### src/rtl/left_shift_arbiter.sv
// Round-robin arbiter sharing one 10-bit left shifter between two clients.
// Latency: response one cycle after request handshake; one result per cycle.
// Backpressure: held result blocks both request readies until its owner drains.

module left_shifter_10 (
    input  logic [9:0] in_dat,
    input  logic [3:0] amt_dat,
    output logic [9:0] out_dat
);

    // Amounts of 10 and above push every bit out of the 10-bit result.
    assign out_dat = in_dat << amt_dat;

endmodule

module left_shift_arbiter (
    input  logic       clk,
    input  logic       rst_n,
    input  logic       req0_valid,
    output logic       req0_ready,
    input  logic [9:0] req0_in,
    input  logic [3:0] req0_amt,
    input  logic       req1_valid,
    output logic       req1_ready,
    input  logic [9:0] req1_in,
    input  logic [3:0] req1_amt,
    output logic       rsp0_valid,
    input  logic       rsp0_ready,
    output logic [9:0] rsp0_out,
    output logic       rsp1_valid,
    input  logic       rsp1_ready,
    output logic [9:0] rsp1_out
);

    logic       res_vld_q,    res_vld_d;
    logic       res_owner_q,  res_owner_d;
    logic [9:0] res_dat_q,    res_dat_d;
    logic       last_grant_q, last_grant_d;

    logic       drain;
    logic       can_accept;
    logic       gnt0;
    logic       gnt1;
    logic       hs_any;
    logic [9:0] shift_in_dat;
    logic [3:0] shift_amt_dat;
    logic [9:0] shift_out_dat;

    left_shifter_10 u_shifter (
        .in_dat  (shift_in_dat),
        .amt_dat (shift_amt_dat),
        .out_dat (shift_out_dat)
    );

    always_comb begin
        drain      = res_vld_q & (res_owner_q ? rsp1_ready : rsp0_ready);
        can_accept = ~res_vld_q | drain;

        // Under contention the client not granted last time wins.
        gnt0 = req0_valid & (~req1_valid | last_grant_q);
        gnt1 = req1_valid & (~req0_valid | ~last_grant_q);

        req0_ready = can_accept & gnt0;
        req1_ready = can_accept & gnt1;
        hs_any     = req0_ready | req1_ready;

        shift_in_dat  = gnt1 ? req1_in  : req0_in;
        shift_amt_dat = gnt1 ? req1_amt : req0_amt;

        res_vld_d    = res_vld_q;
        res_owner_d  = res_owner_q;
        res_dat_d    = res_dat_q;
        last_grant_d = last_grant_q;

        if (drain) begin
            res_vld_d = 1'b0;
        end
        // A refill in the same cycle as a drain overrides the clear above.
        if (hs_any) begin
            res_vld_d    = 1'b1;
            res_owner_d  = req1_ready;
            res_dat_d    = shift_out_dat;
            last_grant_d = req1_ready;
        end

        rsp0_valid = res_vld_q & ~res_owner_q;
        rsp1_valid = res_vld_q &  res_owner_q;
        rsp0_out   = res_owner_q ? 10'h000 : res_dat_q;
        rsp1_out   = res_owner_q ? res_dat_q : 10'h000;
    end

    always_ff @(posedge clk or negedge rst_n) begin
        if (!rst_n) begin
            res_vld_q    <= 1'b0;
            res_owner_q  <= 1'b0;
            res_dat_q    <= 10'h000;
            last_grant_q <= 1'b1;
        end else begin
            res_vld_q    <= res_vld_d;
            res_owner_q  <= res_owner_d;
            res_dat_q    <= res_dat_d;
            last_grant_q <= last_grant_d;
        end
    end

endmodule
### config.mk
export PLATFORM = sky130hd
export DESIGN_NAME = left_shift_arbiter
export DESIGN_NICKNAME = d
export VERILOG_FILES = /design/src/rtl/left_shift_arbiter.sv
export SDC_FILE = /design/constraint.sdc
export NUM_CORES = 1
export LEC_CHECK = 0
export CORE_MARGIN = 3
export CORE_UTILIZATION = 30
export CTS_CLUSTER_DIAMETER = 120
export CTS_CLUSTER_SIZE = 16
export DETAILED_ROUTE_END_ITERATION = 10
export GPL_ROUTABILITY_DRIVEN = 0
export PLACE_DENSITY = 0.59
export SYNTH_ARGS = -nofsm -noshare
export SYNTH_HDL_FRONTEND = slang
export SYNTH_SLANG_ARGS = --single-unit
### constraint.sdc
create_clock -name clk -period 2.4 [get_ports clk]
set_clock_uncertainty 0.05 [all_clocks]
set_input_delay 0.48 -clock clk [delete_from_list [all_inputs] [get_ports clk]]
set_output_delay 0.48 -clock clk [all_outputs]
set_load 0.02 [all_outputs]
==> reports/results.ini <==
[worst_setup_path]
crit_type=in -> reg
startpoint=req1_valid
worst-endpoint-required_ns=2.47
cp-start-kind=input port
path_max_fanout=7
r2r_start=last_grant_q
arrival_ns=2.35
cp-end-kind=flop

[final_layout]
fin_cells=275
nets=258
diodes=0
final-seq-area_um2=326.6
multi_input_area_um2=996.0
layout_commonest_cell=clkdlybuf4s50_1
drive_gt1_share_pct=16.59
fillers=422
final_cell_mix=clkdlybuf4s50_1, mux2i_1, nand2_1, buf_4
syn_to_final_growth_pct=54.26

[drt]
num_vias=1353
drt_iter0_markers=50
m1WireLength_um=1648
drc=0
drt_first_pass_iters=5
routed-wl-met2_um=1596
avgRoutedWirePerCell_um=12.83
wl_met3_um=258
routed_wl_um=3529
highest_layer=met4
via_per_inst=4.920
drtAntennaViolNets=0

[synthesis]
synth_seq_area_share_pct=23.41
synth_warnings=0
syn_inst=155
netlist.area_leader.share_pct=21.52
synth_area_leader_cell=dfrtp_1
synth.area.top_cells=dfrtp_1, mux2i_1, mux4_2
avgSynthCellArea_um2=9.001
synth_seq_cells=13
synth_cell_types=42
syn_area_mm2=0.001395
syn_nets=189

[clocking]
htree_levels=1
postCtsSetupBuffers=0
cts_tree=yes
clockRootBuffer=clkbuf_8
post_cts_resized=3
clockBufferDepth=2
path_clk_slew_ns=0.05
cts_buffers=3
cts_sinks=13
cts-hold-fix-buffers=0
clock_latency_ns=0.23

[pwr]
power.total_mw=1.550
irDropWorstVdd_uv=290.1
p_int_mw=0.9305
power_frac_comb_pct=63.6
clkPwrFrac_pct=11.9
swShare_pct=39.97
switching_power_mw=0.6196
power-per-cell-area_mw_per_mm2=720.3
p_leak_nw=0.9186
power_frac_seq_pct=24.4

[die]
die_y_um=74.20
dieArea_mm2=0.005505
design.core.area_mm2=0.004414
start_util_pct=31.60
die_w_um=74.20
row_count=24
io_pins=58

[global_routing]
grt_pass1_wl_um=5789
grt-ovfl-total=0
first_global_vias=1302
antenna_found_initial=0
grt_max_degree=24
grt_use_total_pct=13.22

[timing]
fin_setup_tns_ns=0
slew_viol_final=0
whs_ns=0.4447
setup_violations=0
maxSlewHeadroom_pct=63.90
hold_viol=0
rsz0062_at_grt=false
min_period_over_period_pct=95.05
min_period_ns=2.281
max_freq_mhz=438.4
worst_pin_slew_ns=0.5397

[place]
io_buffer_count=57
dpl.cell_count=271
place_hpwl_um=3064

[flow_run]
drv_cap=0

[run_status]
status=finished clean

[hold_path]
min_from=res_dat_q[2]
min_path_type=reg -> reg

==> worst max-delay path, stage by stage <==
cell	delay, ns
clkdlybuf4s50_1	0.48
buf_4	0.12
a21boi_4	0.20
buf_12	0.14
mux2_4	0.33
a21oi_1	0.21
a311oi_2	0.07
a221o_1	0.32
==> synthesized netlist by cell type (all sizes together) <==
library cell,number
mux2i,25
nand2,21
and2,12
dfrtp,12
nor2b,12
o21ai,10
nand3,8
buf,7
nor2,7
a21oi,4
clkbuf,4
mux4,4
a21o,3
nand3b,3
a221o,2
a32o,2
mux2,2
nand2b,2
o211ai,2
a211o,1
a21bo,1
a21boi,1
a22oi,1
a311oi,1
a32oi,1
dfstp,1
inv,1
nor3,1
o21bai,1
o221ai,1
o22ai,1
o32ai,1
==> power by group through the flow <==
stage,registers (mW),logic [mW],clock network [mW]
finish,0.379,0.987,0.185
global route,0.394,1.07,0.201
CTS,0.380,0.993,0.190
detailed placement,0.382,0.993,0
global placement,0.375,0.981,0
floorplan,0.363,0.582,0
==> per-layer routing <==
layer	GRT usage (%)	up-vias
met5	0	-
met4	4.225	0
met3	1.892	2
met2	21.85	55
met1	17.78	595
li1	-	701
==> cell type report <==
type	count	area share, %
Inverter	1	0.1744
Tap cell	52	3.023
Sequential cell	13	15.17
Clock buffer	4	2.093
Multi-Input combinational cell	130	46.28
Timing Repair Buffer	75	33.26
==> stage by stage <==
stage               worst slack [ns]  area (um2)  utilization (%)
floorplan                     0.5378        1395                -
global placement            -0.09691        2106            47.70
detailed placement           -0.1201        2106            47.70
CTS                           0.1414        2152            48.75
global route                 0.04188        2152            48.75
finish                        0.1188        2152            48.75
==> worst paths after layout <==
kind / cells after the start / endpoint / slack, ns
min in group asynchronous: 1 / res_owner_q / 0.55
max in group asynchronous: 1 / last_grant_q / 1.39
worst max-delay path: 8 / res_dat_q[6] / 0.12
worst min register to register: 2 / res_dat_q[2] / 0.44
worst max register to register: 6 / res_dat_q[9] / 0.51
worst min-delay path: 2 / res_dat_q[2] / 0.44
==> state kept, by name, indices dropped and copies added, names as in the netlist <==
name,cells
res_vld_q,1
res_owner_q,1
res_dat_q,10
last_grant_q,1
==> cell families (layout without fill, tap and decap cells) <==
| kind of cell | count (synthesis) | in the layout | share of synthesized area [%] |
|---|---|---|---|
| buffers and inverters | 12 | 80 | 5.470 |
| AO/OA/AOI/OAI | 33 | 33 | 18.12 |
| AND/OR/NAND/NOR | 66 | 66 | 25.29 |
| multiplexers | 31 | 31 | 27.71 |
| flip-flops | 13 | 13 | 23.41 |
Power figures use the tool's default switching activity.
